`src/rtl/gru_pkg.sv`:
```
// ============================================================================
// Module : gru_pkg
// Shared FSM encoding, fixed-point constants and saturation helper for the
// sequential GRU cell.
// Rev    : 1.0
// ============================================================================
`default_nettype none

package gru_pkg;

  typedef enum logic [2:0] {
    IDLE   = 3'd0,
    CALC_Z = 3'd1,
    CALC_R = 3'd2,
    CALC_H = 3'd3,
    UPDATE = 3'd4,
    OUT    = 3'd5
  } state_t;

  typedef enum logic {
    ACT_SIG  = 1'b0,
    ACT_TANH = 1'b1
  } act_mode_t;

  localparam int DATA_WIDTH_DEF  = 8;
  localparam int FRACT_WIDTH_DEF = 5;
  localparam int SAT_W           = 64;

  // Slots of the latched coefficient bank.
  localparam int C_WZ   = 0;
  localparam int C_WR   = 1;
  localparam int C_WH   = 2;
  localparam int C_UZ   = 3;
  localparam int C_UR   = 4;
  localparam int C_UH   = 5;
  localparam int C_BZ   = 6;
  localparam int C_BR   = 7;
  localparam int C_BH   = 8;
  localparam int N_COEF = 9;

  function automatic int unit_of(input int fw);
    return 1 << fw;
  endfunction

  function automatic int acc_w_of(input int dw);
    return 2 * dw + 2;
  endfunction

  localparam int ONE   = unit_of(FRACT_WIDTH_DEF);
  localparam int HALF  = ONE / 2;
  localparam int ACC_W = acc_w_of(DATA_WIDTH_DEF);

  // Clamp a wide signed value into the signed range of a w-bit word.
  function automatic logic signed [SAT_W-1:0] sat(input logic signed [SAT_W-1:0] a,
                                                  input int w);
    logic signed [SAT_W-1:0] hi;
    logic signed [SAT_W-1:0] lo;
    hi = 64'sd1 <<< (w - 1);
    hi = hi - 64'sd1;
    lo = -hi - 64'sd1;
    if (a > hi) begin
      return hi;
    end else if (a < lo) begin
      return lo;
    end
    return a;
  endfunction

endpackage

`default_nettype wire

```
`src/rtl/gru_act.sv`:
```
// ============================================================================
// Module : gru_act
// Combinational hard-sigmoid / hard-tanh on a Q-format word, chosen by mode.
// Rev    : 1.0
// ============================================================================
`default_nettype none

module gru_act
  import gru_pkg::*;
#(
  parameter int DATA_WIDTH  = 8,
  parameter int FRACT_WIDTH = 5
) (
  input  act_mode_t                     mode,
  input  logic signed [DATA_WIDTH-1:0]  a,
  output logic signed [DATA_WIDTH-1:0]  y
);

  localparam int XW = DATA_WIDTH + 1;
  localparam logic signed [XW-1:0] UNIT_X     = XW'(unit_of(FRACT_WIDTH));
  localparam logic signed [XW-1:0] NEG_UNIT_X = -UNIT_X;
  localparam logic signed [XW-1:0] HALF_X     = XW'(unit_of(FRACT_WIDTH) / 2);

  logic signed [XW-1:0] a_x;
  logic signed [XW-1:0] quarter;
  logic signed [XW-1:0] sig_pre;
  logic signed [XW-1:0] res_x;

  // One guard bit keeps the +HALF offset and the clamp compares overflow-free.
  always_comb begin
    a_x     = {a[DATA_WIDTH-1], a};
    quarter = a_x >>> 2;
    sig_pre = quarter + HALF_X;
    res_x   = '0;
    if (mode == ACT_SIG) begin
      if (sig_pre[XW-1]) begin
        res_x = '0;
      end else if (sig_pre > UNIT_X) begin
        res_x = UNIT_X;
      end else begin
        res_x = sig_pre;
      end
    end else begin
      if (a_x > UNIT_X) begin
        res_x = UNIT_X;
      end else if (a_x < NEG_UNIT_X) begin
        res_x = NEG_UNIT_X;
      end else begin
        res_x = a_x;
      end
    end
    y = res_x[DATA_WIDTH-1:0];
  end

endmodule

`default_nettype wire

```
`src/rtl/gru_seq_cell.sv`:
```
// ============================================================================
// Module : gru_seq_cell
// Streaming scalar GRU cell: one shared dual-product MAC stepped by an FSM,
// hidden state carried across samples and cleared after a sequence end.
// Rev    : 1.0
// ============================================================================
`default_nettype none

module gru_seq_cell
  import gru_pkg::*;
#(
  parameter int DATA_WIDTH  = 8,
  parameter int FRACT_WIDTH = 5   // must not exceed DATA_WIDTH-2
) (
  input  logic                   clk,
  input  logic                   rst_n,
  input  logic                   s_valid,
  output logic                   s_ready,
  input  logic [DATA_WIDTH-1:0]  s_x,
  input  logic                   s_last,
  input  logic [DATA_WIDTH-1:0]  Wz,
  input  logic [DATA_WIDTH-1:0]  Wr,
  input  logic [DATA_WIDTH-1:0]  Wh,
  input  logic [DATA_WIDTH-1:0]  Uz,
  input  logic [DATA_WIDTH-1:0]  Ur,
  input  logic [DATA_WIDTH-1:0]  Uh,
  input  logic [DATA_WIDTH-1:0]  bz,
  input  logic [DATA_WIDTH-1:0]  br,
  input  logic [DATA_WIDTH-1:0]  bh,
  output logic                   m_valid,
  input  logic                   m_ready,
  output logic [DATA_WIDTH-1:0]  m_h,
  output logic                   m_last
);

  localparam int UNIT      = unit_of(FRACT_WIDTH);
  localparam int ACC_WIDTH = acc_w_of(DATA_WIDTH);
  localparam int PW        = 2 * DATA_WIDTH;
  localparam logic signed [DATA_WIDTH-1:0] UNIT_D = DATA_WIDTH'(UNIT);

  state_t state_q, state_d;

  logic signed [DATA_WIDTH-1:0]          x_q, x_d;
  logic                                  last_q, last_d;
  logic [N_COEF-1:0][DATA_WIDTH-1:0]     coef_q, coef_d;
  logic signed [DATA_WIDTH-1:0]          h_q, h_d;
  logic signed [DATA_WIDTH-1:0]          z_q, z_d;
  logic signed [DATA_WIDTH-1:0]          r_q, r_d;
  logic signed [DATA_WIDTH-1:0]          hc_q, hc_d;
  logic [DATA_WIDTH-1:0]                 m_h_q, m_h_d;
  logic                                  m_last_q, m_last_d;
  logic                                  m_valid_q, m_valid_d;

  // Shared MAC datapath
  logic signed [DATA_WIDTH-1:0]  mul_a0, mul_b0, mul_a1, mul_b1, bias;
  logic signed [PW-1:0]          prod0, prod1;
  logic signed [ACC_WIDTH-1:0]   acc, acc_shift, pre_sum;
  logic signed [DATA_WIDTH-1:0]  pre_sat;
  logic signed [DATA_WIDTH-1:0]  act_out;
  act_mode_t                     act_mode;

  // Reset-gate scaling of h feeding the candidate pre-activation
  logic signed [PW-1:0]          rh_prod, rh_shift;
  logic signed [DATA_WIDTH-1:0]  rh;

  always_comb begin
    mul_a0   = '0;
    mul_b0   = '0;
    mul_a1   = '0;
    mul_b1   = '0;
    bias     = '0;
    act_mode = ACT_SIG;
    case (state_q)
      CALC_Z: begin
        mul_a0 = coef_q[C_WZ];
        mul_b0 = x_q;
        mul_a1 = coef_q[C_UZ];
        mul_b1 = h_q;
        bias   = coef_q[C_BZ];
      end
      CALC_R: begin
        mul_a0 = coef_q[C_WR];
        mul_b0 = x_q;
        mul_a1 = coef_q[C_UR];
        mul_b1 = h_q;
        bias   = coef_q[C_BR];
      end
      CALC_H: begin
        mul_a0   = coef_q[C_WH];
        mul_b0   = x_q;
        mul_a1   = coef_q[C_UH];
        mul_b1   = rh;
        bias     = coef_q[C_BH];
        act_mode = ACT_TANH;
      end
      UPDATE: begin
        // z lies in [0, ONE], so ONE-z always fits the data width.
        mul_a0 = UNIT_D - z_q;
        mul_b0 = h_q;
        mul_a1 = z_q;
        mul_b1 = hc_q;
      end
      default: ;
    endcase
  end

  always_comb begin
    prod0     = mul_a0 * mul_b0;
    prod1     = mul_a1 * mul_b1;
    acc       = ACC_WIDTH'(prod0) + ACC_WIDTH'(prod1);
    acc_shift = acc >>> FRACT_WIDTH;
    pre_sum   = acc_shift + ACC_WIDTH'(bias);
    pre_sat   = DATA_WIDTH'(sat(SAT_W'(pre_sum), DATA_WIDTH));

    rh_prod   = r_q * h_q;
    rh_shift  = rh_prod >>> FRACT_WIDTH;
    rh        = DATA_WIDTH'(sat(SAT_W'(rh_shift), DATA_WIDTH));
  end

  gru_act #(
    .DATA_WIDTH  (DATA_WIDTH),
    .FRACT_WIDTH (FRACT_WIDTH)
  ) u_act (
    .mode (act_mode),
    .a    (pre_sat),
    .y    (act_out)
  );

  always_comb begin
    state_d   = state_q;
    x_d       = x_q;
    last_d    = last_q;
    coef_d    = coef_q;
    h_d       = h_q;
    z_d       = z_q;
    r_d       = r_q;
    hc_d      = hc_q;
    m_h_d     = m_h_q;
    m_last_d  = m_last_q;
    m_valid_d = m_valid_q;
    case (state_q)
      IDLE: begin
        if (s_valid) begin
          x_d          = s_x;
          last_d       = s_last;
          coef_d[C_WZ] = Wz;
          coef_d[C_WR] = Wr;
          coef_d[C_WH] = Wh;
          coef_d[C_UZ] = Uz;
          coef_d[C_UR] = Ur;
          coef_d[C_UH] = Uh;
          coef_d[C_BZ] = bz;
          coef_d[C_BR] = br;
          coef_d[C_BH] = bh;
          state_d      = CALC_Z;
        end
      end
      CALC_Z: begin
        z_d     = act_out;
        state_d = CALC_R;
      end
      CALC_R: begin
        r_d     = act_out;
        state_d = CALC_H;
      end
      CALC_H: begin
        hc_d    = act_out;
        state_d = UPDATE;
      end
      UPDATE: begin
        h_d       = pre_sat;
        m_h_d     = pre_sat;
        m_last_d  = last_q;
        m_valid_d = 1'b1;
        state_d   = OUT;
      end
      OUT: begin
        if (m_ready) begin
          m_valid_d = 1'b0;
          state_d   = IDLE;
          // A delivered sequence end starts the next sequence from h = 0.
          if (m_last_q) begin
            h_d = '0;
          end
        end
      end
      default: begin
        state_d = IDLE;
      end
    endcase
  end

  always_ff @(posedge clk or negedge rst_n) begin
    if (!rst_n) begin
      state_q   <= IDLE;
      x_q       <= '0;
      last_q    <= 1'b0;
      coef_q    <= '0;
      h_q       <= '0;
      z_q       <= '0;
      r_q       <= '0;
      hc_q      <= '0;
      m_h_q     <= '0;
      m_last_q  <= 1'b0;
      m_valid_q <= 1'b0;
    end else begin
      state_q   <= state_d;
      x_q       <= x_d;
      last_q    <= last_d;
      coef_q    <= coef_d;
      h_q       <= h_d;
      z_q       <= z_d;
      r_q       <= r_d;
      hc_q      <= hc_d;
      m_h_q     <= m_h_d;
      m_last_q  <= m_last_d;
      m_valid_q <= m_valid_d;
    end
  end

  assign s_ready = (state_q == IDLE);
  assign m_valid = m_valid_q;
  assign m_h     = m_h_q;
  assign m_last  = m_last_q;

endmodule

`default_nettype wire

```
`config.mk`:
```
export PLATFORM = sky130hd
export DESIGN_NAME = gru_seq_cell
export DESIGN_NICKNAME = d
export VERILOG_FILES = /design/src/rtl/gru_pkg.sv /design/src/rtl/gru_act.sv /design/src/rtl/gru_seq_cell.sv
export SDC_FILE = /design/constraint.sdc
export NUM_CORES = 1
export LEC_CHECK = 0
export CORE_UTILIZATION = 35
export CTS_CLUSTER_DIAMETER = 100
export DETAILED_ROUTE_END_ITERATION = 6
export DONT_BUFFER_PORTS = 1
export PLACE_DENSITY_LB_ADDON = 0.08
export SKIP_CTS_REPAIR_TIMING = 1
export SYNTH_ARGS = -nofsm -noshare
export SYNTH_HDL_FRONTEND = slang
export SYNTH_SLANG_ARGS = --single-unit
```
`constraint.sdc`:
```
create_clock -name clk -period 12.81 [get_ports clk]
set_input_delay 1.281 -clock clk [delete_from_list [all_inputs] [get_ports clk]]
set_output_delay 1.281 -clock clk [all_outputs]
set_load 0.01 [all_outputs]
```
; Word level (Yosys, flattened, before mapping)
; Index checks and enable logic that the tools add are counted.
[totals]
register_bits = 126
latch_bits = 0
mem_bits_rw = 0
rom_bits = 0
input_bits = 85
output_inout_bits = 11
wordCells = 78
mem_count = 0
[classes]
n_addsub = 4
mul = 3
div_mod_pow = 0
magnitude_cmp = 7
eq_ne = 8
shifts = 0
mux = 29
bitwise_logic = 0
reduce_logical = 8
[ops]
columns = cell, count
row1 = $mux 8, 13
row2 = $pmux 8 s4, 2
row3 = $mul 8x8->16, 3
row4 = $pmux 8 s3, 2
row5 = $pmux 8 s2, 2
row6 = $pmux 3 s6, 1
row7 = $add 16x16->17, 1
row8 = $add 12x8->13, 1
row9 = $gt 13x8->1 const B, 1
row10 = $lt 13x8->1 const B, 1
row11 = $gt 11x8->1 const B, 1
row12 = $lt 11x8->1 const B, 1
row13 = $gt 9x7->1 const B, 1
row14 = $gt 8x7->1 const B, 1
row15 = $lt 8x6->1 const B, 1
row16 = $sub 7x8->8 const A, 1
row17 = $add 6x6->7 const B, 1
row18 = $eq 3x2->1 const B, 2
row19 = $eq 3x3->1 const B, 2
row20 = $mux 1, 6
row21 = $mux 3, 2
row22 = $ne 2x2->1 const B, 3
row23 = $reduce_and 2->1, 3
row24 = $eq 3x1->1 const B, 1
row25 = 6 further kinds, 6

; Longest topological paths before layout
; Gate-level depths: netlist (run 1).
[depth]
depth_word = 18
ltp_mapped = 53

; Modules after synthesis
; Synthesis (run 1) repeated with hierarchy kept, for this count alone.
[unflattened]
hier_cells = 1467
hier_area_um2 = 14470.1
[modules_own_cells]
columns = module, n_inst, cells_each, area_per_inst_um2, seq_area_each_um2
row1 = gru_seq_cell, 1, 1435, 14219.9, 3153.0
row2 = gru_act, 1, 32, 250.2, 0.0

; Least setup slack after synthesis (run 1)
; OpenSTA, ideal clock, no wires.
[synth_timing]
kind = register to register
start = register h_q[2]
end = register hc_q[3]
setup_time_ns = 0.083
t_arrival_ns = 12.262
setup_slack_ns = 0.465
stages_incl_launch_ff = 46
period_less_slack_ns = 12.345
path_cell_list = dfrtp_1 > clkbuf_1 > nand2_1 > fa_1 > fa_1 > inv_1 > fa_1 > inv_1 > fa_1 > inv_1 > ha_1 > and3_1 > a31oi_1 > nand2_1 > or3_1 > and2_2 > nor3_1 > o21ai_0 > [... 10 more ...] > ha_1 > a21o_1 > a21oi_1 > nor2b_1 > a211o_2 > a21oi_1 > xnor2_1 > ha_1 > or3_1 > o21ai_0 > xnor2_1 > nand4_1 > nor3_1 > nand2b_1 > ha_1 > nand2b_1 > a21o_1 > o21ai_0
[synth_via]
elab_chain_cells = 18
elab_cells_between_ends = 28
[synth_lines]
columns = item, line_no
row1 = from (decl), gru_seq_cell.sv:46  ; logic signed [DATA_WIDTH-1:0] h_q, h_d;
row2 = from (signal assigned), gru_seq_cell.sv:199  ; h_q <= '0;
row3 = from (signal assigned), gru_seq_cell.sv:211  ; h_q <= h_d;
row4 = $mul 8x8->16, gru_seq_cell.sv:115  ; rh_prod = r_q * h_q;
row5 = $lt 11x8->1, gru_pkg.sv:63  ; end else if (a < lo) begin
row6 = $mux 1, gru_pkg.sv:63
row7 = $mux 1, gru_pkg.sv:61  ; if (a > hi) begin
row8 = $mux 8, gru_pkg.sv:66  ; return a;
row9 = $pmux 8 s3, gru_seq_cell.sv:73  ; case (state_q)
row10 = $mul 8x8->16, gru_seq_cell.sv:109  ; prod1 = mul_a1 * mul_b1;
row11 = $add 16x16->17 *, gru_seq_cell.sv:110  ; acc = ACC_WIDTH'(prod0) + ACC_WIDTH'(prod1);
row12 = [... 2 more ...], -
row13 = $mux 1, gru_pkg.sv:63
row14 = $mux 1, gru_pkg.sv:61
row15 = $mux 8 *, gru_pkg.sv:66
row16 = $add 6x6->7, gru_act.sv:33  ; sig_pre = quarter + HALF_X;
row17 = $gt 9x7->1, gru_act.sv:38  ; end else if (sig_pre > UNIT_X) begin
row18 = $mux 8, gru_act.sv:38
row19 = $mux 8, gru_act.sv:36  ; if (sig_pre[XW-1]) begin
row20 = $mux 8 *, gru_act.sv:35  ; if (mode == ACT_SIG) begin
row21 = to (signal assigned), gru_seq_cell.sv:202  ; hc_q <= '0;
row22 = to (signal assigned), gru_seq_cell.sv:214  ; hc_q <= hc_d;
row23 = to (decl), gru_seq_cell.sv:49  ; logic signed [DATA_WIDTH-1:0] hc_q, hc_d;
; Every way passes the cells marked *; elsewhere a longest branch is shown, timed or not.
; A chain may end at the register's enable or synchronous reset.

; Worst setup path in the final report (run 1)
[layout_timing]
start = register r_q[7]
end = register hc_q[2]
[layout_via]
elab_chain_cells = 18
elab_cells_between_ends = 26
[layout_lines]
columns = item, line_no
row1 = from (decl), gru_seq_cell.sv:48  ; logic signed [DATA_WIDTH-1:0] r_q, r_d;
row2 = from (signal assigned), gru_seq_cell.sv:213  ; r_q <= r_d;
row3 = $mul 8x8->16 *, gru_seq_cell.sv:115
row4 = $lt 11x8->1, gru_pkg.sv:63
row5 = $mux 1, gru_pkg.sv:63
row6 = $mux 1, gru_pkg.sv:61
row7 = $mux 8 *, gru_pkg.sv:66
row8 = $pmux 8 s3 *, gru_seq_cell.sv:73
row9 = $mul 8x8->16 *, gru_seq_cell.sv:109
row10 = $add 16x16->17 *, gru_seq_cell.sv:110
row11 = [... 2 more ...], -
row12 = $mux 1, gru_pkg.sv:63
row13 = $mux 1, gru_pkg.sv:61
row14 = $mux 8 *, gru_pkg.sv:66
row15 = $add 6x6->7, gru_act.sv:33
row16 = $gt 9x7->1, gru_act.sv:38
row17 = $mux 8, gru_act.sv:38
row18 = $mux 8, gru_act.sv:36
row19 = $mux 8 *, gru_act.sv:35
; Marked as above.

==> reports/qor.yml, run 1 <==
logic_synthesis:
  yosysTopAreaCellShare_pct: 27.6
  ys_warn_count: 0
  async_flop_share_pct: 100
  yosys.area.top_type: "fa_1"
  yosys-top-cells-count: "269 x inv_1, 198 x fa_1, 126 x dfrtp_1, 122 x nand2_1, 97 x mux2_2"
  yosysMostFrequentCell: "inv_1"
  syn_inst: 1464
  ys_seq_area_share_pct: 22.0
  yosysUniqueCellTypes: 68
  avgSynthCellArea_um2: 9.79
  synth_ff_type: "dfrtp_1"
  synth_nets: 1837
  synth_area_mm2: 0.0143
  ys_seq_elements: 126
  synth_enable_flop_cells: 0
  synthTopCellsByArea: "fa_1 28%, dfrtp_1 22%, ha_1 7.9%, mux2_2 7.6%, inv_1 7.0%"
finish:
  ff_latch_area_mm2: 0.00316
  final_util_pct: 41.7
  final_cells: 2091
  multiInputGateArea_mm2: 0.0104
  layout-drive-gt1-share_pct: 21.1
  nets: 1921
  area_delta_synth_final_pct: 16.5
  fillers: 3961
critical_path:
  slowest_stage: "fa_1"
  critPathRequiredTime_ns: 13.15
  max_stage_delay_ns: 0.58
  cp-start-kind: "register"
  worst-setup-path-type: "reg -> reg"
  arrival_ns: 12.61
  worstPathMaxFanout: 5
  cp-end-kind: "register"
  critical_path.most_common_cell: "fa_1"
run_status:
  status: "complete, no violations"
detailed_routing:
  maxUsedRoutingLayer: "met5"
  avgViaCountPerCell: 4.97
  dr.pass1.iters: 5
  ant_nets: 0
  drt-total-wl_mm: 40.9
  via_count: 10400
  first_iter_violations: 470
  wl_met3_mm: 1.71
  drc: 0
  met1_length_mm: 19.1
  wl_per_cell_um: 19.6
  dr_wl_met2_mm: 19.2
placed_design:
  io_buffers: 0
  post-dp-hpwl_mm: 33.5
  placed_cells: 2038
  globalplace.congestion: 0.850
global_routing:
  grt_usage_pct: 20.6
  antenna_found_initial: 8
  grt_pass1_wl_mm: 64.7
  grt_max_degree: 127
  first_global_vias: 11100
  grt-ovfl-total: 0
die:
  initial_utilization_pct: 35.8
  core_area_mm2: 0.0401
  die_area_mm2: 0.0418
  io_pins: 96
  die_x_um: 204
  rows: 73
  die_h_um: 204
sta:
  whs_ns: 0.482
  fmax_mhz: 81.5
  setup_tns_ns: 0
  setup_viol: 0
  drv_slew: 0
  hold_viol: 0
  relSlewSlack_pct: 26.4
  finClkSkew_ns: 0.0182
  fin_crit_ns: 12.27
  period_share_pct: 95.8
  worst_pin_slew_ns: 1.10
clock_network:
  cts_root_buffer: "clkbuf_16"
  cts.clk_slew.worst_paths_ns: 0.06
  cts_tree: "yes"
  numCtsBuffers: 17
  htreeDepth: 4
  insertion_delay_ns: 0.43
  clk_path_buf_depth: 2
  cts.sinks: 126
run:
  maxCapViolCount: 0
min_path:
  hold_path_class: "reg -> reg"
final timing paths:
| path | from | to | slack, ns | cells after the start |
|---|---|---|---|---|
| setup / recovery | r_q[7]$_DFFE_PN0N_ | hc_q[2]$_DFFE_PN0N_ | 0.54 | 48 |
| hold / removal | last_q$_DFFE_PN0P_ | m_last$_DFFE_PN0P_ | 0.48 | 2 |
| setup reg to reg | r_q[7]$_DFFE_PN0N_ | hc_q[2]$_DFFE_PN0N_ | 0.54 | 48 |
| hold reg to reg | last_q$_DFFE_PN0P_ | m_last$_DFFE_PN0P_ | 0.48 | 2 |
| max in group asynchronous | rst_n | r_q[5]$_DFFE_PN0N_ | 12.00 | 0 |
| min in group asynchronous | rst_n | coef_q[68]$_DFFE_PN0P_ | 0.54 | 0 |
metal layers:
layer / global-route usage (%) / vias up
li1: - / 4906
met5: 0 / -
met2: 33.3 / 193
met4: 5.12 / 4
met3: 4.08 / 41
met1: 28.1 / 5249
logic make-up after synthesis:
group	Yosys count	share of synthesized area [%]
AO/OA/AOI/OAI	215	10.9
XOR/XNOR	54	3.30
adder cells (fa/ha/maj)	288	35.5
buffers and inverters	316	8.29
flip-flops	126	22.0
multiplexers	99	7.76
AND/OR/NAND/NOR	366	12.2
layout make-up:
| type | count | share of cell area, % |
|---|---|---|
| diodes | 5 | 0.0749 |
| clock buffers | 20 | 2.79 |
| clock inverters | 12 | 0.951 |
| inverters | 269 | 6.04 |
| multi-input cells | 1022 | 62.2 |
| flip-flops and latches | 126 | 18.9 |
| well taps | 525 | 3.93 |
| repair buffers | 112 | 5.04 |
worst max-delay path: cells and delay by family (launching register included):
family | cells | cell delay (ns)
DFF | 1 | 0.41
and+or+nand+nor | 14 | 2.56
buffers and inverters | 9 | 0.95
adders and majority gates | 14 | 6.11
AOI/OAI and AO/OA | 9 | 1.89
xor gates and xnor gates | 2 | 0.23
flip-flops by register name (all words and copies together) (netlist names), 3 cells and up:
register and count:
hc_q 8, r_q 8, z_q 8, h_q 8, coef_q 72, state_q 3, x_q 8, m_h 8
per-stage QoR:
| stage | worst slack (ns) | area, um^2 |
|---|---|---|
| 6_report | 0.544 | 16700 |
| 5_1_grt | -0.0886 | 16700 |
| 4_1_cts | -0.250 | 16200 |
| 3_5_place_dp | -0.186 | 15500 |
| 3_3_place_gp | -0.128 | 15500 |
| 2_1_floorplan | 0.465 | 14300 |
placed cells by master (no fill, tap or decap), types with 4 or more instances in the layout:
master	instances
a21o_1	10
a21oi_1	26
a21oi_2	9
a221o_1	5
a221oi_1	7
a22o_1	19
a22oi_1	21
a31oi_1	4
and2_1	52
and3_1	9
buf_4	110
clkbuf_16	17
dfrtp_1	117
dfrtp_2	9
diode_2	5
fa_1	196
ha_1	80
ha_4	10
inv_1	268
mux2_2	97
nand2_1	120
nand2b_1	21
nand3_1	5
nand4_1	4
nor2_1	91
nor2b_1	11
nor3_1	11
o211ai_1	5
o21a_1	10
o21ai_0	31
o21ai_1	13
o22ai_1	6
o31ai_1	5
or2_2	8
or3_1	5
xnor2_1	37
xor2_1	14
Power of run 1 is not shown: default switching activity piles up to over one toggle a cycle in this logic, so the estimate is an artifact.
==> inputs of run 2 (changes only) <==
Settings changed: HOLD_SLACK_MARGIN set to 0.03, MAX_ROUTING_LAYER set to met4.
==> run 2 against run 1 <==
Wire length rose by 0.21%; final cell count fell by 0.38%; largest cell class unchanged; via count is 0.38% lower; non-clock buffer count decreased by 12.
==> reports/qor.yml, run 2 (synthesized netlist as in run 1, its figures left out) <==
sta:
  rsz0062_at_grt: "yes"
  whs_ns: 0.483
  fmax_mhz: 81.5
  period_share_pct: 95.7
  setup_viol: 0
  fin_ws_ns: 0.546
  fin_crit_ns: 12.26
  drv_slew: 0
  relSlewSlack_pct: 20.7
  setup_tns_ns: 0
  hold_viol: 0
  worst_pin_slew_ns: 1.19
  finClkSkew_ns: 0.0121
detailed_routing:
  drc: 0
  avgViaCountPerCell: 4.97
  drt-total-wl_mm: 41.0
  via_count: 10400
  first_iter_violations: 536
  wl_per_cell_um: 19.7
  ant_nets: 0
  dr.pass1.iters: 5
critical_path:
  critical_path.most_common_cell: "fa_1"
  cp_top_family: "adder cells"
  reg2reg_slack_ns: 0.55
  crit_start: "r_q[7]$_DFFE_PN0N_"
  worst-setup-path-type: "reg -> reg"
  critPathRequiredTime_ns: 13.15
  cp-start-kind: "register"
  worstPathMaxFanout: 6
  max_stage_delay_ns: 0.57
  cp.depth: 49
  endpoint: "hc_q[4]$_DFFE_PN0N_"
  arrival_ns: 12.60
  r2r-end: "hc_q[4]$_DFFE_PN0N_"
  reg2regPathDepth: 49
  cp-end-kind: "register"
  crit_buf_inv: 9
  rr_startpoint: "r_q[7]$_DFFE_PN0N_"
  slowest_stage: "fa_1"
die:
  core_area_mm2: 0.0401
  rows: 73
  die_area_mm2: 0.0418
  io_pins: 96
  die_x_um: 204
  initial_utilization_pct: 35.8
  die_h_um: 204
finish:
  final_cell_mix: "268 x inv_1, 197 x fa_1, 122 x nand2_1"
  largest_reg_flops: 72
  layout-drive-gt1-share_pct: 19.6
  top_register: "coef_q"
  area_delta_synth_final_pct: 14.8
  final_common_cell: "inv_1"
  nets: 1909
clock_network:
  cts.sinks: 126
  htreeDepth: 4
  cts.clk_slew.worst_paths_ns: 0.06
  cts_root_buffer: "clkbuf_16"
  numCtsBuffers: 17
  cts_tree: "yes"
  clk_path_buf_depth: 2
  insertion_delay_ns: 0.43
placed_design:
  post-dp-hpwl_mm: 33.5
  globalplace.congestion: 0.866
  io_buffers: 0
  pre_cts_ws_ns: -0.0863
min_path:
  hold_path_class: "reg -> reg"
global_routing:
  first_global_vias: 10900
  grt_max_degree: 127
  grt_usage_pct: 21.1
  grt-ovfl-total: 0
  grt_pass1_wl_mm: 64.1
  antenna_found_initial: 9
run_status:
  status: "complete, no violations"
run:
  maxCapViolCount: 0
run 2: how the worst min path moves through the flow:
| stage | from | to | slack (ns) | cells after the start |
|---|---|---|---|---|
| global placement | hc_q[6]$_DFFE_PN0N_ | hc_q[6]$_DFFE_PN0N_ | 0.46 | 2 |
| CTS | hc_q[0]$_DFFE_PN0N_ | hc_q[0]$_DFFE_PN0N_ | 0.48 | 2 |
| global route | coef_q[67]$_DFFE_PN0P_ | coef_q[67]$_DFFE_PN0P_ | 0.52 | 1 |
| floorplan | last_q$_DFFE_PN0P_ | m_last$_DFFE_PN0P_ | 0.43 | 2 |
| finish | hc_q[0]$_DFFE_PN0N_ | hc_q[0]$_DFFE_PN0N_ | 0.48 | 2 |
| detailed placement | hc_q[0]$_DFFE_PN0N_ | hc_q[0]$_DFFE_PN0N_ | 0.47 | 2 |
run 2: metrics by stage:
step	utilization [%]	cells	cell area, um^2
floorplan	-	1464	14300
global placement	38.7	2032	15500
detailed placement	38.7	2032	15500
CTS	40.1	2064	16100
global route	41.0	2083	16500
finish	41.0	2083	16500
run 2: metal layers:
layer / vias to the layer above / wire length (um) / GRT usage [%]
li1: 4884 / - / -
met1: 5271 / 19300 / 28.1
met2: 170 / 19500 / 33.5
met3: 28 / 1530 / 3.79
met4: 0 / 641 / 4.85
met5: - / 0 / -
run 2: cell type report:
cell class / instances / area (um^2)
clock inverters: 13 / 143
well taps: 525 / 657
clock buffers: 19 / 433
inverters: 269 / 1010
fillers: 4001 / 23600
diodes: 9 / 22.5
repair buffers: 100 / 756
multi-input cells: 1022 / 10300
flip-flops and latches: 126 / 3170
run 2: worst register-to-register path: cells and delay by family, from the launching register on:
kind | cells | cell delay, ns
xor gates and xnor gates | 2 | 0.20
DFF | 1 | 0.43
AOI/OAI and AO/OA | 15 | 2.73
and+or+nand+nor | 9 | 1.51
adders and majority gates | 14 | 6.35
buffers and inverters | 9 | 0.93
Power of run 2 is left out for the same reason.
==> inputs of run 3 (changes only) <==
Settings changed: CORE_ASPECT_RATIO set to 1.1.
==> run 3 against run 2 <==
Via count is 0.79% higher; register-to-register slack worse by 0.16 ns; die area hardly changed; clock skew is 0.0035 ns higher; final cell count is 0.29% lower; count of clock-buffer cells in the layout is 2 lower; flip-flop and latch count stayed put; critical path type unchanged.
==> reports/qor.yml, run 3 (synthesized netlist as in run 1, its figures left out) <==
detailed_routing:
  drt-total-wl_mm: 42.6
  met1_length_mm: 18.6
  drc: 0
  via_count: 10400
  wl_met3_mm: 1.18
  wl_per_cell_um: 20.5
  ant_nets: 0
  maxUsedRoutingLayer: "met4"
  dr.pass1.iters: 5
  avgViaCountPerCell: 5.02
  first_iter_violations: 555
  dr_wl_met2_mm: 21.9
finish:
  nets: 1924
  ff_latch_area_mm2: 0.00316
  fillers: 3977
  top_register: "coef_q"
  final_common_cell: "inv_1"
  multiInputGateArea_mm2: 0.0103
  fin_area_mm2: 0.0166
  layout-drive-gt1-share_pct: 20.8
  largest_reg_flops: 72
  final_util_pct: 41.2
  final_cell_mix: "268 x inv_1, 193 x fa_1, 122 x nand2_1"
  area_delta_synth_final_pct: 15.6
critical_path:
  cp-start-kind: "register"
  crit_start: "h_q[7]$_DFFE_PN0P_"
  cp-end-kind: "register"
  slowest_stage: "fa_1"
  arrival_ns: 12.75
  max_stage_delay_ns: 0.58
  worst-setup-path-type: "reg -> reg"
  worstPathMaxFanout: 8
  rr_startpoint: "h_q[7]$_DFFE_PN0P_"
  critPathRequiredTime_ns: 13.13
  critical_path.most_common_cell: "fa_1"
placed_design:
  place_area_mm2: 0.0155
  post-dp-hpwl_mm: 35.3
  globalplace.congestion: 0.890
  io_buffers: 0
run:
  maxCapViolCount: 0
die:
  die_h_um: 214
  die_area_mm2: 0.0418
  initial_utilization_pct: 35.6
  die_x_um: 195
  io_pins: 96
  core_area_mm2: 0.0403
  rows: 77
min_path:
  hold_path_class: "reg -> reg"
  hold_path_startpoint: "last_q$_DFFE_PN0P_"
clock_network:
  cts_root_buffer: "clkbuf_16"
  htreeDepth: 4
  cts.sinks: 126
  numCtsBuffers: 17
  cts.clk_slew.worst_paths_ns: 0.07
  cts_tree: "yes"
  insertion_delay_ns: 0.45
  clk_path_buf_depth: 2
sta:
  finClkSkew_ns: 0.0156
  whs_ns: 0.465
  fmax_mhz: 80.5
  fin_crit_ns: 12.42
  setup_viol: 0
  worst_pin_slew_ns: 1.29
  hold_viol: 0
  drv_slew: 0
  period_share_pct: 97.0
  setup_tns_ns: 0
  relSlewSlack_pct: 13.7
global_routing:
  first_global_vias: 11200
  grt_usage_pct: 21.9
  grt-ovfl-total: 0
  grt_pass1_wl_mm: 66.7
  antenna_found_initial: 1
  grt_max_degree: 127
run_status:
  status: "complete, no violations"
[run 3: changes by cell type in the layout (fill, tap and decap cells not counted), moves of 4 or more]
cell	delta
buf_4	+15
diode_2	-8
a21oi_1	+4
a21oi_2	-4
clkinv_4	-4
fa_1	-4
fa_2	+4
[run 3: cell type report]
type | count | share of cell area [%]
timing repair buffer | 115 | 5.20
sequential | 126 | 19.1
clock inverter | 14 | 1.10
clock buffer | 17 | 2.57
antenna | 1 | 0.0151
tap | 513 | 3.87
multi-input combinational | 1022 | 62.1
inverter | 269 | 6.09
[run 3: final timing paths]
kind,endpoint,slack (ns),cells after the start
worst max-delay path,m_h[6]$_DFFE_PN0P_,0.39,48
worst min-delay path,m_last$_DFFE_PN0P_,0.46,2
worst max register to register,m_h[6]$_DFFE_PN0P_,0.39,48
worst min register to register,m_last$_DFFE_PN0P_,0.46,2
max in group asynchronous,r_q[7]$_DFFE_PN0N_,12.03,0
min in group asynchronous,coef_q[49]$_DFFE_PN0P_,0.53,0
[run 3: per-stage QoR]
step                      worst slack [ns]  instances
after floorplan                      0.465       1464
after global placement              -0.180       2024
after detailed placement            -0.266       2024
after CTS                           -0.309       2055
after global routing               -0.0371       2077
final                                0.386       2077
[run 3: worst max-delay path: cells and delay by family (launching register included)]
family	cells	cell delay, ns
flip-flops	1	0.47
adder cells (fa/ha/maj)	13	6.08
buffers and inverters	14	1.58
XOR/XNOR	1	0.16
AND/OR/NAND/NOR	6	1.34
AO/OA/AOI/OAI	14	2.68
[run 3: routing by layer]
| metal | vias up | GRT usage [%] |
|---|---|---|
| met4 | 0 | 5.07 |
| met2 | 183 | 37.6 |
| met3 | 43 | 2.60 |
| li1 | 4907 | - |
| met1 | 5302 | 27.5 |
| met5 | - | - |
Power of run 3 is left out for the same reason.
